File: src/rtl/fetch_pkg.sv
// Shared types and default sizing for the instruction fetch sequencer.
package fetch_pkg;

    localparam int DEFAULT_WIDTH   = 32;
    localparam int DEFAULT_TIMEOUT = 15;

    typedef enum logic [2:0] {
        IDLE,
        ADDR,
        WAIT,
        HOLD,
        FAULT
    } fetch_state_t;

endpackage

File: src/rtl/fetch_unit_if.sv
// Bus, memory and decoder handshake bundle of the fetch unit.
interface fetch_unit_if
    import fetch_pkg::*;
#(
    parameter int WIDTH = DEFAULT_WIDTH
);

    logic [WIDTH-1:0] i_BUS;
    logic             o_PC_OUTPUT_n;
    logic             o_PC_COUNT;
    logic             i_ENABLE;
    logic             i_FLUSH;
    logic [WIDTH-1:0] o_MEM_ADDR;
    logic             o_MEM_READ;
    logic             i_MEM_READY;
    logic [WIDTH-1:0] i_MEM_DATA;
    logic [WIDTH-1:0] o_INSTR;
    logic             i_INSTR_ACCEPT;
    logic             o_INSTR_VALID;
    logic             o_BUSY;
    logic             o_FAULT;

    modport master (
        input  i_BUS, i_ENABLE, i_FLUSH, i_MEM_READY, i_MEM_DATA, i_INSTR_ACCEPT,
        output o_PC_OUTPUT_n, o_PC_COUNT, o_MEM_ADDR, o_MEM_READ,
               o_INSTR, o_INSTR_VALID, o_BUSY, o_FAULT
    );

    modport slave (
        output i_BUS, i_ENABLE, i_FLUSH, i_MEM_READY, i_MEM_DATA, i_INSTR_ACCEPT,
        input  o_PC_OUTPUT_n, o_PC_COUNT, o_MEM_ADDR, o_MEM_READ,
               o_INSTR, o_INSTR_VALID, o_BUSY, o_FAULT
    );

endinterface

File: src/rtl/fetch_timeout_counter.sv
// Saturating wait-cycle counter; expired flags the cycle whose increment reaches LIMIT.
module fetch_timeout_counter
    import fetch_pkg::*;
#(
    parameter int LIMIT = DEFAULT_TIMEOUT
) (
    input  logic clk,
    input  logic rst_n,
    input  logic clear,
    input  logic enable,
    output logic expired
);

    localparam int CW = (LIMIT > 0) ? $clog2(LIMIT + 1) : 1;
    localparam logic [CW:0] LIMIT_EXT = (CW + 1)'(LIMIT);

    logic [CW-1:0] count;

    always_ff @(posedge clk or negedge rst_n) begin
        if (!rst_n) begin
            count <= '0;
        end else if (clear) begin
            count <= '0;
        end else if (enable && ({1'b0, count} < LIMIT_EXT)) begin
            count <= count + 1'b1;
        end
    end

    // Looks one increment ahead so the fault lands exactly LIMIT cycles into the wait.
    assign expired = (LIMIT != 0) && enable &&
                     (({1'b0, count} + (CW + 1)'(1)) >= LIMIT_EXT);

endmodule

File: src/rtl/fetch_unit.sv
// Instruction fetch sequencer: PC onto bus, memory read handshake, hold word for decode.
module fetch_unit
    import fetch_pkg::*;
#(
    parameter int WIDTH   = DEFAULT_WIDTH,
    parameter int TIMEOUT = DEFAULT_TIMEOUT
) (
    input  logic          i_CLOCK,
    input  logic          i_CLEAR_n,
    fetch_unit_if.master  port
);

    fetch_state_t state;
    logic         timed_out;

    fetch_timeout_counter #(
        .LIMIT (TIMEOUT)
    ) u_timer (
        .clk     (i_CLOCK),
        .rst_n   (i_CLEAR_n),
        .clear   (state == ADDR),
        .enable  (state == WAIT),
        .expired (timed_out)
    );

    // Flush outranks ready/accept; ready outranks a same-cycle timeout; FAULT is terminal.
    always_ff @(posedge i_CLOCK or negedge i_CLEAR_n) begin
        if (!i_CLEAR_n) begin
            state              <= IDLE;
            port.o_MEM_ADDR    <= {WIDTH{1'b0}};
            port.o_INSTR       <= {WIDTH{1'b0}};
            port.o_INSTR_VALID <= 1'b0;
            port.o_PC_COUNT    <= 1'b0;
        end else begin
            port.o_PC_COUNT <= 1'b0;
            case (state)
                IDLE: begin
                    if (port.i_ENABLE) state <= ADDR;
                end
                ADDR: begin
                    if (port.i_FLUSH) begin
                        state <= IDLE;
                    end else begin
                        port.o_MEM_ADDR <= port.i_BUS;
                        state           <= WAIT;
                    end
                end
                WAIT: begin
                    if (port.i_FLUSH) begin
                        state <= IDLE;
                    end else if (port.i_MEM_READY) begin
                        port.o_INSTR       <= port.i_MEM_DATA;
                        port.o_INSTR_VALID <= 1'b1;
                        port.o_PC_COUNT    <= 1'b1;
                        state              <= HOLD;
                    end else if (timed_out) begin
                        state <= FAULT;
                    end
                end
                HOLD: begin
                    if (port.i_FLUSH) begin
                        port.o_INSTR_VALID <= 1'b0;
                        state              <= IDLE;
                    end else if (port.i_INSTR_ACCEPT) begin
                        port.o_INSTR_VALID <= 1'b0;
                        state              <= port.i_ENABLE ? ADDR : IDLE;
                    end
                end
                FAULT: begin
                    state <= FAULT;
                end
                default: begin
                    state <= IDLE;
                end
            endcase
        end
    end

    assign port.o_PC_OUTPUT_n = (state != ADDR);
    assign port.o_MEM_READ    = (state == WAIT);
    assign port.o_BUSY        = (state != IDLE);
    assign port.o_FAULT       = (state == FAULT);

endmodule

File: src/flat_wrapper.sv
// flat-port wrapper written by rule: the top's interface ports become plain ports
module fetch_unit_flat import fetch_pkg::*;
#(
    parameter int WIDTH   = DEFAULT_WIDTH,
    parameter int TIMEOUT = DEFAULT_TIMEOUT
)
  (i_CLOCK, i_CLEAR_n, port_i_BUS, port_i_ENABLE, port_i_FLUSH, port_i_MEM_READY, port_i_MEM_DATA, port_i_INSTR_ACCEPT, port_o_PC_OUTPUT_n, port_o_PC_COUNT, port_o_MEM_ADDR, port_o_MEM_READ, port_o_INSTR, port_o_INSTR_VALID, port_o_BUSY, port_o_FAULT);
  fetch_unit_if #(.WIDTH(WIDTH)) port_i ();
  input  logic i_CLOCK;
  input  logic i_CLEAR_n;
  input wire logic [$bits(port_i.i_BUS)-1:0] port_i_BUS;
  input wire logic [$bits(port_i.i_ENABLE)-1:0] port_i_ENABLE;
  input wire logic [$bits(port_i.i_FLUSH)-1:0] port_i_FLUSH;
  input wire logic [$bits(port_i.i_MEM_READY)-1:0] port_i_MEM_READY;
  input wire logic [$bits(port_i.i_MEM_DATA)-1:0] port_i_MEM_DATA;
  input wire logic [$bits(port_i.i_INSTR_ACCEPT)-1:0] port_i_INSTR_ACCEPT;
  output wire logic [$bits(port_i.o_PC_OUTPUT_n)-1:0] port_o_PC_OUTPUT_n;
  output wire logic [$bits(port_i.o_PC_COUNT)-1:0] port_o_PC_COUNT;
  output wire logic [$bits(port_i.o_MEM_ADDR)-1:0] port_o_MEM_ADDR;
  output wire logic [$bits(port_i.o_MEM_READ)-1:0] port_o_MEM_READ;
  output wire logic [$bits(port_i.o_INSTR)-1:0] port_o_INSTR;
  output wire logic [$bits(port_i.o_INSTR_VALID)-1:0] port_o_INSTR_VALID;
  output wire logic [$bits(port_i.o_BUSY)-1:0] port_o_BUSY;
  output wire logic [$bits(port_i.o_FAULT)-1:0] port_o_FAULT;
  assign port_i.i_BUS = port_i_BUS;
  assign port_i.i_ENABLE = port_i_ENABLE;
  assign port_i.i_FLUSH = port_i_FLUSH;
  assign port_i.i_MEM_READY = port_i_MEM_READY;
  assign port_i.i_MEM_DATA = port_i_MEM_DATA;
  assign port_i.i_INSTR_ACCEPT = port_i_INSTR_ACCEPT;
  assign port_o_PC_OUTPUT_n = port_i.o_PC_OUTPUT_n;
  assign port_o_PC_COUNT = port_i.o_PC_COUNT;
  assign port_o_MEM_ADDR = port_i.o_MEM_ADDR;
  assign port_o_MEM_READ = port_i.o_MEM_READ;
  assign port_o_INSTR = port_i.o_INSTR;
  assign port_o_INSTR_VALID = port_i.o_INSTR_VALID;
  assign port_o_BUSY = port_i.o_BUSY;
  assign port_o_FAULT = port_i.o_FAULT;
  fetch_unit #(.WIDTH(WIDTH), .TIMEOUT(TIMEOUT)) u_core (.i_CLOCK(i_CLOCK), .i_CLEAR_n(i_CLEAR_n), .port(port_i));
endmodule
File: config.mk
export PLATFORM = sky130hd
export DESIGN_NAME = fetch_unit_flat
export DESIGN_NICKNAME = d
export VERILOG_FILES = /design/src/rtl/fetch_pkg.sv /design/src/rtl/fetch_unit_if.sv /design/src/rtl/fetch_timeout_counter.sv /design/src/rtl/fetch_unit.sv /design/src/flat_wrapper.sv
export SDC_FILE = /design/constraint.sdc
export NUM_CORES = 1
export LEC_CHECK = 0
export CAP_MARGIN = 20
export CORE_MARGIN = 10
export CORE_UTILIZATION = 38
export CTS_BUF_LIST = sky130_fd_sc_hd__clkbuf_4 sky130_fd_sc_hd__clkbuf_8
export DETAILED_ROUTE_END_ITERATION = 8
export GPL_TIMING_DRIVEN = 0
export PLACE_DENSITY = 0.9
export SYNTH_ARGS = -nofsm -noshare
export SYNTH_HDL_FRONTEND = slang
export SYNTH_HIERARCHICAL = 1
export SYNTH_SLANG_ARGS = --single-unit
export TNS_END_PERCENT = 20
File: constraint.sdc
create_clock -name i_CLOCK -period 1.76 [get_ports i_CLOCK]
set_clock_uncertainty 0.2 [all_clocks]
set_input_delay 0.528 -clock i_CLOCK [delete_from_list [all_inputs] [get_ports i_CLOCK]]
set_output_delay 0.528 -clock i_CLOCK [all_outputs]
set_load 0.05 [all_outputs]
# Yosys cells after proc, flatten, opt, wreduce, memory -nomap -nowiden
# Index checks and enable logic that the tools add are counted.
# totals
ff_bits	73
input_bits	70
output_inout_bits	70
elab_cells	50
# op_classes
add_sub_neg	2
magnitude_cmp	2
eq_ne	10
mux	19
bitwise_logic	1
reduce_logical	10
# ops
operator	count
$mux 3	6
$pmux 3 s5	1
$mux 1	8
$mux 4	2
$eq 3x2->1 const B	2
$ne 2x2->1 const B	3
$reduce_and 3->1	2
$add 4x1->5 const B	1
$ge 5x4->1 const B	1
$add 4x1->4 const B	1
$lt 4x4->1 const B	1
$ne 4x3->1 const B	1
$reduce_and 4->1	1
$reduce_bool 2->1	2
$eq 3x1->1 const B	1
$eq 3x3->1 const B	1
$logic_not 3->1	1
$ne 3x1->1 const B	1
$ne 3x3->1 const B	1
$reduce_bool 3->1	1
$logic_and 1x1->1	2
$mux 2	1
$pmux 1 s2	1
$reduce_and 2->1	1
$not 1->1	1

# Longest topological paths before layout
# depth
ltp_word	7
mapped_depth	7
ltp_nobuf	7

# Modules after synthesis
# The synthesis kept the hierarchy.
# modules_own_cells
module	instances	cells_each	area_each_um2
fetch_unit	1	170	2740.1
fetch_timeout_counter	1	28	261.5

# Least setup slack after synthesis
# Ideal clock, no wire load.
# synth_timing
path_type	register to register
start	register u_core.state[1]
end	register u_core.state[1]
t_arrival_ns	2.269
required_time_ns	1.436
path_slack_ns	-0.833
stages_incl_launch_ff	8
n_path_buf	1
period_less_slack_ns	2.593
path_cell_list	dfrtp_1 > nor2b_1 > nor2b_1 > buf_2 > nand4b_1 > o21ai_1 > o32ai_1 > a211o_1
# synth_between
elab_chain_cells	4
# synth_rtl
element	line_no	text
start, declared	fetch_unit.sv:13	fetch_state_t state;
start signal, assigned	fetch_unit.sv:66	state <= port.i_ENABLE ? ADDR : IDLE;
$eq 3x2->1	n/a	
net port_o_MEM_READ	flat_wrapper.sv:20	output wire logic [$bits(port_i.o_MEM_READ)-1:0] port_o_MEM_READ;
$logic_and 1x1->1	fetch_timeout_counter.sv:30	assign expired = (LIMIT != 0) && enable &&
net u_core.timed_out	fetch_unit.sv:14	logic timed_out;
$ne 4x3->1 (no source line)	n/a	
$reduce_and 3->1 (no source line)	n/a	
# The timed path passes the listed nets, and every way through them passes these cells.
# A chain may end at the register's enable or synchronous reset.

# Final worst setup path
# layout_timing
start	register u_core.state[1]
end	output port_o_BUSY
# layout_between
elab_chain_cells	1
# layout_rtl
element	line_no	text
$reduce_bool 3->1	fetch_unit.sv:81	assign port.o_BUSY = (state != IDLE);
end, declared	flat_wrapper.sv:23	output wire logic [$bits(port_i.o_BUSY)-1:0] port_o_BUSY;
# Every way passes these cells.

==> impl_metrics.toml <==
[cells_and_area]
fillers = 603
layout.cells.non_filler = 473
synthToLayoutAreaGrowth_pct = 60.86
fin_util = 0.6281
drive_above_1_share = 0.5148
final_common_cell = "dfrtp_1"
layout_common_cells = "dfrtp_1 (73), clkdlybuf4s50_1 (66), mux2_2 (56), buf_2 (52), clkdlybuf4s15_2 (14)"
layout.nets = 439
diodes = 0

[detailed_routing]
remaining_drc_errors = 0
wl_per_cell_um = 18.05
dr_total_vias = 2276
dr.pass1.iters = 4
drt_iter0_drc = 58
wl_um = 8539
final_antenna_net_count = 0
viasPerCell = 4.812

[grt]
grt_start_max_net_pins = 38
grt.total_usage = 0.1359
grt_pass1_wl_um = 12790
antenna_found_initial = 0
grt_pass1_vias = 2441
grt_overflow_total = 0

[worst_setup_path]
rr_startpoint = "u_core/state[0]"
crit_path_cell_trace = "buf_6, or3_4, buf_6"
slowest_delay_ns = 0.40
critPathMostFrequentCell = "buf_6"
path_class = "flop to output pin"
crit_start = "u_core/state[1]"
arrival_ns = 1.38
critical_path.max_fanout = 5
reg2reg_setup_slack_ns = -0.20
critPathSlowestCell = "dfrtp_1"
cp-start-kind = "flop"
end_kind = "output pin"
required_ns = 1.03

[power]
peakVddDrop_mv = 1.100
switching_share = 0.4848
power_frac_comb = 0.586
p_leak_nw = 2.176
p_clk_frac = 0.132
pwr-share-seq = 0.282
p_int_mw = 5.242
powerDensity_mw_per_mm2 = 2107
p_sw_mw = 4.932

[placed_design]
port_buffers = 139
dp_hpwl_um = 6320
dp_cells = 440
gp_congestion = 0.7727

[sta]
setup_viol = 79
finalMaxSlewViolations = 0
timing.fmax_mhz = 473.5
setup_slack_ns = -0.3521
finalHoldViolCount = 0
holdWs_ns = 0.2917
worst_pin_slew_ns = 0.4995
fin_crit_ns = 2.112
period_share = 1.200
maxSlewHeadroom = 0.6670
rsz0062_at_grt = "yes"

[flow_run]
maxCapViolations = 0

[floorplan]
core.rowCount = 32
die_w_um = 108.9
dieArea_mm2 = 0.01185
start_util = 0.3905
core_mm2 = 0.007687
die_h_um = 108.9
ioPinCount = 140

[hold_path]
hp-class = "flop to flop"
min-delay-start = "u_core/port.o_MEM_ADDR[26]"

[cts]
htreeDepth = 3
tritoncts = "built"
cts_buffers = 9
cts_buffer_depth = 2
clock_sinks = 73
clk-insertion-delay-late_ns = 0.33
clk_pin_slew_ns = 0.08
clockRootBuffer = "clkbuf_8"

[synth]
synth_warnings = 6
post_synth_num_cell_types = 37
synth-seq-cells = 73
postSynthAreaPerCell_um2 = 15.16
seq_area_frac_synth = 0.6086
syn-num-nets = 270
netlist_area_mm2 = 0.003002
synth_cells = 198

[outcome]
violations = "setup timing"
status = "finished, violations left"
[synth_stat cells, drive strengths merged]
cell / instances / area, um^2
o32a: 1 / 10.01
buf: 11 / 107.6
nor2b: 2 / 12.51
a211o: 1 / 8.760
a41oi: 1 / 8.760
o32ai: 1 / 8.760
inv: 4 / 15.01
xor2: 1 / 8.760
or3: 2 / 12.51
a311oi: 1 / 8.760
nand2b: 2 / 12.51
nor4b: 1 / 23.77
nand3: 3 / 15.01
nor3: 2 / 10.01
ha: 2 / 25.02
a31oi: 1 / 6.260
mux2: 64 / 731.9
and4b: 1 / 10.01
a21oi: 5 / 25.02
o21ai: 3 / 15.01
dfrtp: 73 / 1827
nand4b: 2 / 17.52
or4: 1 / 7.510
and3: 2 / 17.52
nand2: 3 / 11.26
o31ai: 1 / 7.510
nor2: 5 / 21.27
o21bai: 1 / 7.510
o2111ai: 1 / 8.760
[cells by family (layout without fill, tap and decap cells)]
kind of cell | after synthesis | in the layout | share of synthesized area
DFF | 73 | 73 | 0.6086
muxes | 64 | 64 | 0.2439
and+or+nand+nor | 26 | 26 | 0.05711
AOI/OAI and AO/OA | 17 | 17 | 0.03835
buffers and inverters | 15 | 188 | 0.04085
adders and majority gates | 2 | 2 | 0.008335
xor gates and xnor gates | 1 | 1 | 0.002918
[layout make-up]
| cell class | count | area, um^2 | area share |
|---|---|---|---|
| clock inverter | 4 | 51.30 | 0.01062 |
| tap | 102 | 127.6 | 0.02643 |
| sequential | 73 | 1827 | 0.3783 |
| clock buffer | 11 | 151.4 | 0.03136 |
| multi-input combinational | 110 | 1127 | 0.2335 |
| timing repair buffer | 158 | 1378 | 0.2853 |
| buffer | 11 | 151.4 | 0.03136 |
| inverter | 4 | 15.01 | 0.003110 |
[metal layers]
| metal | track usage | vias up | part of all wire |
|---|---|---|---|
| met1 | 0.1479 | 1138 | 0.40 |
| met4 | 0.03955 | 0 | 0.0091 |
| li1 | - | 1043 | - |
| met5 | 0 | - | 0 |
| met3 | 0.05605 | 8 | 0.080 |
| met2 | 0.2374 | 87 | 0.51 |
[critical path: cells and delay by family (launching register included)]
family | cells | cell delay, ns
buffers and inverters | 2 | 0.30
DFF | 1 | 0.40
and+or+nand+nor | 1 | 0.36
[through the flow]
stage | power [mW] | instance area (um^2) | worst slack [ns] | TNS [ns]
after floorplan | 6.919 | 3025 | -0.2549 | -0.8375
after global routing | 10.66 | 4828 | -0.4033 | -10.87
after global placement | 8.938 | 4544 | -2.561 | -239.62
final | 10.17 | 4828 | -0.3521 | -6.961
after CTS | 10.20 | 4790 | -0.3989 | -12.69
after detailed placement | 9.094 | 4562 | -0.7690 | -55.85
[state kept, by name, indices dropped and copies added (netlist names)]
signal	count
u_core/port.o_MEM_ADDR	32
u_core/state	3
u_core/port.o_INSTR_VALID	1
u_core/port.o_INSTR	32
u_core/u_timer/count	4
u_core/port.o_PC_COUNT	1
[path summary, 6_finish.rpt]
| check | endpoint | cells past startpoint |
|---|---|---|
| max | port_o_BUSY | 3 |
| min | u_core/port.o_MEM_ADDR[26] | 1 |
| max reg2reg | u_core/state[1] | 8 |
| min reg2reg | u_core/port.o_MEM_ADDR[26] | 1 |
| max in group asynchronous | u_core/port.o_INSTR_VALID | 3 |
| min in group asynchronous | u_core/port.o_INSTR[23] | 2 |
[timing repair]
| action | 4_1_cts | 5_1_grt |
|---|---|---|
| endpoints found under the setup margin | 138 | 108 |
| hold buffers | 1 | 0 |
| pin swaps | 2 | 10 |
| endpoints found under the hold margin | 36 | 0 |
| buffers inserted | 7 | 9 |
| gates cloned | 0 | 3 |
| gates resized for setup | 299 | 60 |
[power groups by stage]
| stage | Clock (mW) | Combinational (mW) | Sequential, mW |
|---|---|---|---|
| after floorplan | 0 | 1.35 | 5.57 |
| after global placement | 0 | 6.06 | 2.88 |
| after detailed placement | 0 | 6.15 | 2.94 |
| after CTS | 1.39 | 5.91 | 2.90 |
| after global routing | 1.47 | 6.21 | 2.98 |
| final | 1.34 | 5.96 | 2.87 |
(Power assumes the default switching activity.)
